--- src/rtl/ring_phase_monitor.sv ---
// ring_phase_monitor
//
// Clocked observer for a self-timed inverter/buffer oscillator ring. Every ring node goes through
// a two-flop synchronizer. The synchronized word is then decoded as a Johnson-style wavefront
// into a phase number 0..2N-1. The block checks that consecutive phases advance legally, locks
// after LOCK_CNT good samples, counts completed oscillation periods and latches faults.
//
// Ports:
//   clk          sampling clock
//   rst          asynchronous, active-high reset
//   ring_in      raw ring node values (asynchronous); bit 0 is the inverter output
//   clear        synchronous; clears fault, period count and lock, re-enters acquisition
//   phase        decoded phase 0..2N-1 (holds on an illegal sample and while faulted)
//   phase_valid  phase is a legal decode of the current sample
//   locked       monitor is in the run state
//   period_cnt   completed periods since lock, saturating
//   period_tick  one-cycle pulse per completed period
//   fault        sticky fault flag
//   fault_code   {skip, illegal}: 0 none, 1 illegal code, 2 skip/backward, 3 both
//
// While faulted, phase is frozen and phase_valid reads 0, because the held phase no longer
// describes the current sample.

module ring_phase_monitor #(
    parameter int unsigned N        = 10,
    parameter int unsigned MAX_STEP = 1,
    parameter int unsigned LOCK_CNT = 4,
    parameter int unsigned CNT_W    = 16,
    localparam int unsigned PW      = $clog2(2 * N)
) (
    input  logic             clk,
    input  logic             rst,
    input  logic [N-1:0]     ring_in,
    input  logic             clear,
    output logic [PW-1:0]    phase,
    output logic             phase_valid,
    output logic             locked,
    output logic [CNT_W-1:0] period_cnt,
    output logic             period_tick,
    output logic             fault,
    output logic [1:0]       fault_code
);

    localparam int unsigned TwoN = 2 * N;

    typedef enum logic [1:0] {
        StAcquire,
        StRun,
        StFault
    } state_e;

    // Node pattern of phase p: a front of ones fills from bit 0, then a front of zeros follows it.
    function automatic logic [N-1:0] phase_pattern(input int unsigned p);
        logic [N-1:0] pat;
        for (int unsigned k = 0; k < N; k++) begin
            pat[k] = (p <= N) ? (k < p) : (k >= p - N);
        end
        return pat;
    endfunction

    logic [N-1:0]     sync1_q, s_q;
    state_e           state_q, state_d;
    logic [7:0]       lock_cnt_q, lock_cnt_d, lock_inc;
    logic             prev_valid_q, prev_valid_d;
    logic [PW-1:0]    p_prev_q, p_prev_d;
    logic [PW-1:0]    phase_q, phase_d;
    logic             phase_valid_q, phase_valid_d;
    logic [CNT_W-1:0] period_cnt_q, period_cnt_d;
    logic             period_tick_q, period_tick_d;
    logic [1:0]       fault_code_q, fault_code_d;

    logic             dec_legal;
    logic [PW-1:0]    dec_phase;
    logic [PW:0]      diff_raw, diff;
    logic             in_step, wrap;

    // Decode: at most one pattern can match, so the last-match-wins loop is unambiguous.
    always_comb begin
        dec_legal = 1'b0;
        dec_phase = '0;
        for (int unsigned p = 0; p < TwoN; p++) begin
            if (s_q == phase_pattern(p)) begin
                dec_legal = 1'b1;
                dec_phase = PW'(p);
            end
        end
    end

    // Forward distance modulo 2N from the previous legal phase.
    assign diff_raw = {1'b0, dec_phase} + (PW + 1)'(TwoN) - {1'b0, p_prev_q};
    assign diff     = (diff_raw >= (PW + 1)'(TwoN)) ? diff_raw - (PW + 1)'(TwoN) : diff_raw;
    assign in_step  = !prev_valid_q || (diff <= (PW + 1)'(MAX_STEP));
    // The path wraps through 2N-1 -> 0 when the unreduced landing point reaches 2N.
    assign wrap     = prev_valid_q && (({1'b0, p_prev_q} + diff) >= (PW + 1)'(TwoN));
    assign lock_inc = lock_cnt_q + 8'd1;

    always_comb begin
        state_d       = state_q;
        lock_cnt_d    = lock_cnt_q;
        prev_valid_d  = prev_valid_q;
        p_prev_d      = p_prev_q;
        phase_d       = phase_q;
        phase_valid_d = 1'b0;
        period_cnt_d  = period_cnt_q;
        period_tick_d = 1'b0;
        fault_code_d  = fault_code_q;

        if (state_q != StFault || clear) begin
            phase_valid_d = dec_legal;
            if (dec_legal) begin
                phase_d = dec_phase;
            end
        end

        if (clear) begin
            state_d      = StAcquire;
            lock_cnt_d   = '0;
            prev_valid_d = 1'b0;
            period_cnt_d = '0;
            fault_code_d = 2'b00;
        end else begin
            if (dec_legal && state_q != StFault) begin
                prev_valid_d = 1'b1;
                p_prev_d     = dec_phase;
            end
            case (state_q)
                StAcquire: begin
                    if (dec_legal && in_step) begin
                        if (lock_inc == 8'(LOCK_CNT)) begin
                            state_d    = StRun;
                            lock_cnt_d = '0;
                        end else begin
                            lock_cnt_d = lock_inc;
                        end
                    end else begin
                        lock_cnt_d = '0;
                    end
                end
                StRun: begin
                    if (!dec_legal || !in_step) begin
                        state_d      = StFault;
                        fault_code_d = {dec_legal & ~in_step, ~dec_legal};
                    end else if (wrap) begin
                        period_tick_d = 1'b1;
                        if (period_cnt_q != '1) begin
                            period_cnt_d = period_cnt_q + CNT_W'(1);
                        end
                    end
                end
                StFault: ;
                default: state_d = StAcquire;
            endcase
        end
    end

    always_ff @(posedge clk or posedge rst) begin
        if (rst) begin
            sync1_q       <= '0;
            s_q           <= '0;
            state_q       <= StAcquire;
            lock_cnt_q    <= '0;
            prev_valid_q  <= 1'b0;
            p_prev_q      <= '0;
            phase_q       <= '0;
            phase_valid_q <= 1'b0;
            period_cnt_q  <= '0;
            period_tick_q <= 1'b0;
            fault_code_q  <= 2'b00;
        end else begin
            sync1_q       <= ring_in;
            s_q           <= sync1_q;
            state_q       <= state_d;
            lock_cnt_q    <= lock_cnt_d;
            prev_valid_q  <= prev_valid_d;
            p_prev_q      <= p_prev_d;
            phase_q       <= phase_d;
            phase_valid_q <= phase_valid_d;
            period_cnt_q  <= period_cnt_d;
            period_tick_q <= period_tick_d;
            fault_code_q  <= fault_code_d;
        end
    end

    assign phase       = phase_q;
    assign phase_valid = phase_valid_q;
    assign locked      = (state_q == StRun);
    assign fault       = (state_q == StFault);
    assign period_cnt  = period_cnt_q;
    assign period_tick = period_tick_q;
    assign fault_code  = fault_code_q;

endmodule

--- config.mk ---
export PLATFORM = sky130hd
export DESIGN_NAME = ring_phase_monitor
export DESIGN_NICKNAME = d
export VERILOG_FILES = /design/src/rtl/ring_phase_monitor.sv
export SDC_FILE = /design/constraint.sdc
export NUM_CORES = 1
export LEC_CHECK = 0
export CAP_MARGIN = 40
export CELL_PAD_IN_SITES_DETAIL_PLACEMENT = 1
export CELL_PAD_IN_SITES_GLOBAL_PLACEMENT = 1
export CORE_ASPECT_RATIO = 0.8
export CORE_MARGIN = 5
export CORE_UTILIZATION = 35
export CTS_CLUSTER_SIZE = 25
export DETAILED_ROUTE_END_ITERATION = 10
export HOLD_SLACK_MARGIN = 0.05
export PLACE_DENSITY = 0.65
export SYNTH_ARGS = -nofsm -noshare
export SYNTH_HDL_FRONTEND = slang
export SYNTH_SLANG_ARGS = --single-unit
--- constraint.sdc ---
create_clock -name clk -period 7.11 [get_ports clk]
set_clock_uncertainty 0.15 [all_clocks]
set_input_delay 0.711 -clock clk [delete_from_list [all_inputs] [get_ports clk]]
set_output_delay 0.711 -clock clk [all_outputs]
set_load 0.02 [all_outputs]
* After elaboration in Yosys (flattened, before gate mapping)
Index checks and enable logic that the tools add are counted.
Operators by class: magnitude comparators 3, multiplexer cells 64, bitwise gates (word level) 4, equal/unequal tests 29, div/mod/pow operators 0, multipliers 0, add/subtract/negate cells 6, reductions and logical operators 22, shifts and indexed selects 0
Operator list (number):
- equality test 10 bit, second input constant | 10
- two-way mux 5 bit | 18
- two-way mux 16 bit | 5
- two-way mux 8 bit | 4
- two-way mux 1 bit | 28
- adder 16 x 1 -> 16 bit, second input constant | 1
- != test 16 bit, second input constant | 1
- two-way mux 2 bit | 7
- >= comparator 6 x 5 -> 1 bit, second input constant | 2
- nonzero test 2 bit | 6
- equality test 10 x 1 -> 1 bit, second input constant | 1
- equality test 10 x 2 -> 1 bit, second input constant | 1
- equality test 10 x 3 -> 1 bit, second input constant | 1
- equality test 10 x 4 -> 1 bit, second input constant | 1
- equality test 10 x 5 -> 1 bit, second input constant | 1
- equality test 10 x 6 -> 1 bit, second input constant | 1
- equality test 10 x 7 -> 1 bit, second input constant | 1
- equality test 10 x 8 -> 1 bit, second input constant | 1
- equality test 10 x 9 -> 1 bit, second input constant | 1
- logical NOT 10 bit | 1
- adder 8 x 1 -> 8 bit, second input constant | 1
- equality test 8 x 3 -> 1 bit, second input constant | 1
- AND reduction 4 bit | 2
- adder 5 x 5 -> 6 bit, second input constant | 1
- 18 further kinds | 31
Storage, ports and cells: bits in read-only memories 0, input bits 13, memory bits (writable) 0, memories kept 0, bits in registers 61, bits in latches 0, logic and storage cells 139

* Longest topological paths before layout
depth after elaboration 31, gate-level depth with buffers 31, depth with buffers taken out 29

* Least setup slack after synthesis
OpenSTA, ideal clock, no wires.
path type register to register, from register s_q[5], to register period_cnt_q[0] (netlist: period_cnt[0]), arrival time 5.687 ns, setup time 0.128 ns, setup slack 1.145 ns, stages on the path, launching flop included 32, data required time 6.832 ns, cells stage by stage dfrtp_1 -> clkbuf_1 -> nor2_1 -> nand2_1 -> nor4_1 -> nor2_1 -> a2bb2oi_1 -> nor2_1 -> o22a_1 -> inv_1 -> ha_1 -> inv_1 -> ha_1 -> inv_1 -> fa_1 -> xor2_1 -> ha_1 -> nand2_1 -> o21ai_0 -> nor3b_1 -> nor2_1 -> xnor2_1 -> ha_1 -> o21ai_0 -> o21bai_1 -> a21oi_1 -> nor2_1 -> a311o_1 -> o21bai_1 -> buf_2 -> nor2_1 -> mux2_1
Between the ends: word-level cells in the longest chain between the ends 30
Ends and longest elaborated chain:
- start: declaration | RTL line 61 | logic [N-1:0] sync1_q, s_q;
- start signal: assignment | RTL line 171 | s_q <= sync1_q;
- parallel branches: the longest is 29 deep, another holds equality test 10 x 1 -> 1 bit
- AND reduction 4 bit (no source line) (*)
- end signal: assignment | RTL line 178 | period_cnt_q <= period_cnt_d;
- end: declaration | RTL line 68 | logic [CNT_W-1:0] period_cnt_q, period_cnt_d;
Every way passes the cells marked *. A chain may end at the register's enable or synchronous reset.

* Worst setup path after layout
from register s_q[6], to register period_cnt_q[0] (netlist: period_cnt[0])
The elaborated chain is that of the path after synthesis.

==> results.txt <==
The run finished with clean final reports. The slew of the pin with the lowest slew margin is 871 ps. The count of max-cap constraint violations is 0.

The sequential share of the synthesized area is 42.5%. The maximum level of the CTS H-tree is 3. The slowest stage of the critical path is the sky130_fd_sc_hd__dfrtp_1 cell. Setup violations remaining at the end of the flow were counted as 0. The routed layout has 3041 vias. The overall die width is 123 um. The relative max-transition margin came out at 41.9%. The static leakage came out at 1.78 nW. The initial antenna violation count is 0. Summed over all layers, the routed wires come to 9.15 mm.

The beginning of the critical path is s_q[6]. The total count of hold-check failures in the final report came out at 0. The via count of the first global-routing pass is 3132. The synthesized design contains 0 enable-type register cells. The remaining number of nets flagged by the antenna check after routing is 0. The number of nets produced by synthesis is 422. Along the worst path, the maximum fanout reaches 10. The maximum number of buffers from clock root to sink came out at 2. The count of port buffers added during placement came out at 39. The final clock period utilization by the worst path came out at 91.1%. The area growth from synthesis to final layout came out at 23.6%.

The number of buffers added for setup after CTS is 0. In this run the standard cell core region covers 10100 um^2. The mean routed wirelength per cell is 15.9 um. The kind of path behind the tightest hold check is flop to flop. The share of synthesized flip-flops with an asynchronous set or reset is 100%.

The startpoint of the most critical register-to-register path is s_q[6]. The total power of the final layout is 1.11 mW. The antenna diode count came out at 0. TritonCTS built the clock tree.

In this run the most critical hold path is launched from sync1_q[6]. The synthesized design devotes to its leading area cell type 42.5% of total area. The count of different cell masters after synthesis is 55. The maximum cell stage delay along the critical path came out at 470 ps. The aggregate global routing overflow is 0. The max-slew violation total from the final report was 0. The kind of critical path is flop to flop.

In the synthesized netlist, the number of instances is 389. sky130_fd_sc_hd__dfrtp_1 is the most common cell in the netlist. For this run, design rule violations remaining after detail routing come to 0.

The maximum operating frequency came out at 0.154 GHz. The starting utilization of the core area is 35.5%. Entering global routing, the biggest net connects 62 pins. The summed instance area of the synthesized netlist is 3590 um^2.

The per-instance average area after synthesis is 9.22 um^2. Synthesis inferred 61 register bits. The total global-route track usage is 15.8%. The kind of launch point of the worst setup path is a flop.

The sink count of the clock tree came out at 61. The total number of placement rows is 33. The smallest setup slack after layout came out at 631 ps.

At the end of routability-driven placement, the weighted congestion stood at 0.897. The most used flip-flop cell after synthesis is sky130_fd_sc_hd__dfrtp_1. Across the VDD grid, the largest voltage drop is 117 uV. CTS placed an instance of sky130_fd_sc_hd__clkbuf_16 at the clock tree root. The cell total after placement came out at 559.

Cells with a size suffix above 1 make up 9.43% of the layout. The total number of nets in the final design is 463. The clock insertion delay at the later pin of the skew report is 340 ps. The setup check on the worst reg-to-reg path leaves a slack of 630 ps. The shortest period the worst path allows is 6480 ps.

The TritonCTS buffer count is 9. By area the synthesized netlist is led by sky130_fd_sc_hd__dfrtp_1 43%, sky130_fd_sc_hd__ha_1 6.3%, sky130_fd_sc_hd__a21oi_1 4.0%, sky130_fd_sc_hd__nand2_1 3.9%, sky130_fd_sc_hd__nor2_1 3.7%. The cell taking the most area after synthesis is sky130_fd_sc_hd__dfrtp_1. The die is 101 um tall.

The number of I/O pins came out at 40. The CTS clock-pin slew for the worst setup and hold paths is 60 ps. In the routed layout, each cell is associated on average with a via count of 5.29. The detailed-routing iteration count for the pre-antenna-repair pass came out at 4. The commonest cells after synthesis are 61 x sky130_fd_sc_hd__dfrtp_1, 37 x sky130_fd_sc_hd__nand2_1, 35 x sky130_fd_sc_hd__nor2_1. For this run, the number of standard cells in the final layout without fillers is 575.

The DRC marker count from the first detailed-route iteration is 225. The required arrival time at the worst endpoint came out at 7170 ps. The warning count from the yosys run is 0. The final-layout fill cell count is 1189. The power per cell area came out at 249 nW/um^2. At the worst endpoint, the arrival time is 6540 ps.

The critical path capture point type is a flop. The worst setup timing slack at the placement stage is 399 ps. The global-route wire length before repair came out at 15.5 mm. The half-perimeter wire length of the detailed placement result is 6.69 mm. The die covers 12400 um^2.
[metal layers]
layer  global-route usage, %  up-vias  wire [um]
met5                       0        -          0
met2                    24.2       42       4160
met1                    21.8     1489       4560
li1                        -     1497          -
met4                    5.53        0        146
met3                    3.65       13        284
[area by class of cell]
type | instances | area, um^2 | area share (%)
clock buffer | 9 | 225 | 5.08
clock inverter | 7 | 57.6 | 1.30
inverter | 22 | 82.6 | 1.86
multi-input combinational | 291 | 1930 | 43.6
sequential | 61 | 1530 | 34.4
tap | 140 | 175 | 3.95
timing repair buffer | 45 | 435 | 9.81
[worst max-delay path, delay by kind of cell (launching register included)]
kind | cells | cell delay (ps)
fa+ha+maj | 5 | 1300
xor+xnor | 2 | 430
flops | 1 | 470
compound gates | 8 | 1740
mux | 2 | 450
simple gates | 8 | 1370
buf+inv | 4 | 430
[metrics by stage]
| step | hold WS (ps) | util (%) | cell area, um^2 | setup TNS [ps] |
|---|---|---|---|---|
| 3_3_place_gp | 183 | 40.9 | 4140 | 0 |
| 3_5_place_dp | 186 | 40.9 | 4140 | 0 |
| 4_1_cts | 199 | 43.7 | 4420 | 0 |
| 6_report | 193 | 43.9 | 4440 | 0 |
| 2_1_floorplan | 181 | - | 3590 | 0 |
| 5_1_grt | 201 | 43.9 | 4440 | -182 |
[path summary, 6_finish.rpt]
path	to	depth (start not counted)
max in group asynchronous	fault_code[1]	3
min	s_q[6]	0
max reg2reg	period_cnt[0]	29
min in group asynchronous	s_q[4]	3
max	period_cnt[0]	29
min reg2reg	s_q[6]	0
[power breakdown]
part           switching (mW)  internal (mW)  total [mW]  leakage [nW]
Clock                   0.179          0.240       0.418         0.129
Combinational           0.183          0.132       0.315         0.852
Sequential             0.0117          0.361       0.372         0.797
Total                   0.373          0.732        1.11          1.78
[timing repair]
item,CTS,global route
setup endpoints to repair,0,17
hold buffers,0,0
resized for setup,0,3
[sequential cells by signal (all words and copies together) (netlist names)]
name          flops
lock_cnt_q        8
state_q           2
period_cnt       16
phase             5
s_q              10
sync1_q          10
period_tick       1
fault_code        2
p_prev_q          5
prev_valid_q      1
phase_valid       1
[placed cells by master (no fill, tap or decap), drive strengths merged, types with 9 or more instances in the layout]
| master | instances |
|---|---|
| a21oi | 29 |
| clkbuf | 9 |
| clkdlybuf4s50 | 39 |
| dfrtp | 61 |
| ha | 18 |
| inv | 24 |
| nand2 | 37 |
| nand3 | 16 |
| nor2 | 35 |
| nor3 | 11 |
| o21ai | 16 |
| o31ai | 9 |
| or3 | 11 |
| or4 | 12 |
[cell families (layout without fill, tap and decap cells)]
family	Yosys count	count (layout)	synth area share, %
AO/OA/AOI/OAI	89	89	16.7
XOR/XNOR	9	9	2.41
adder cells (fa/ha/maj)	20	20	7.39
buffers and inverters	37	83	4.08
flip-flops	61	61	42.5
multiplexers	10	10	3.03
AND/OR/NAND/NOR	163	163	23.8
Power figures use the tool's default switching activity.
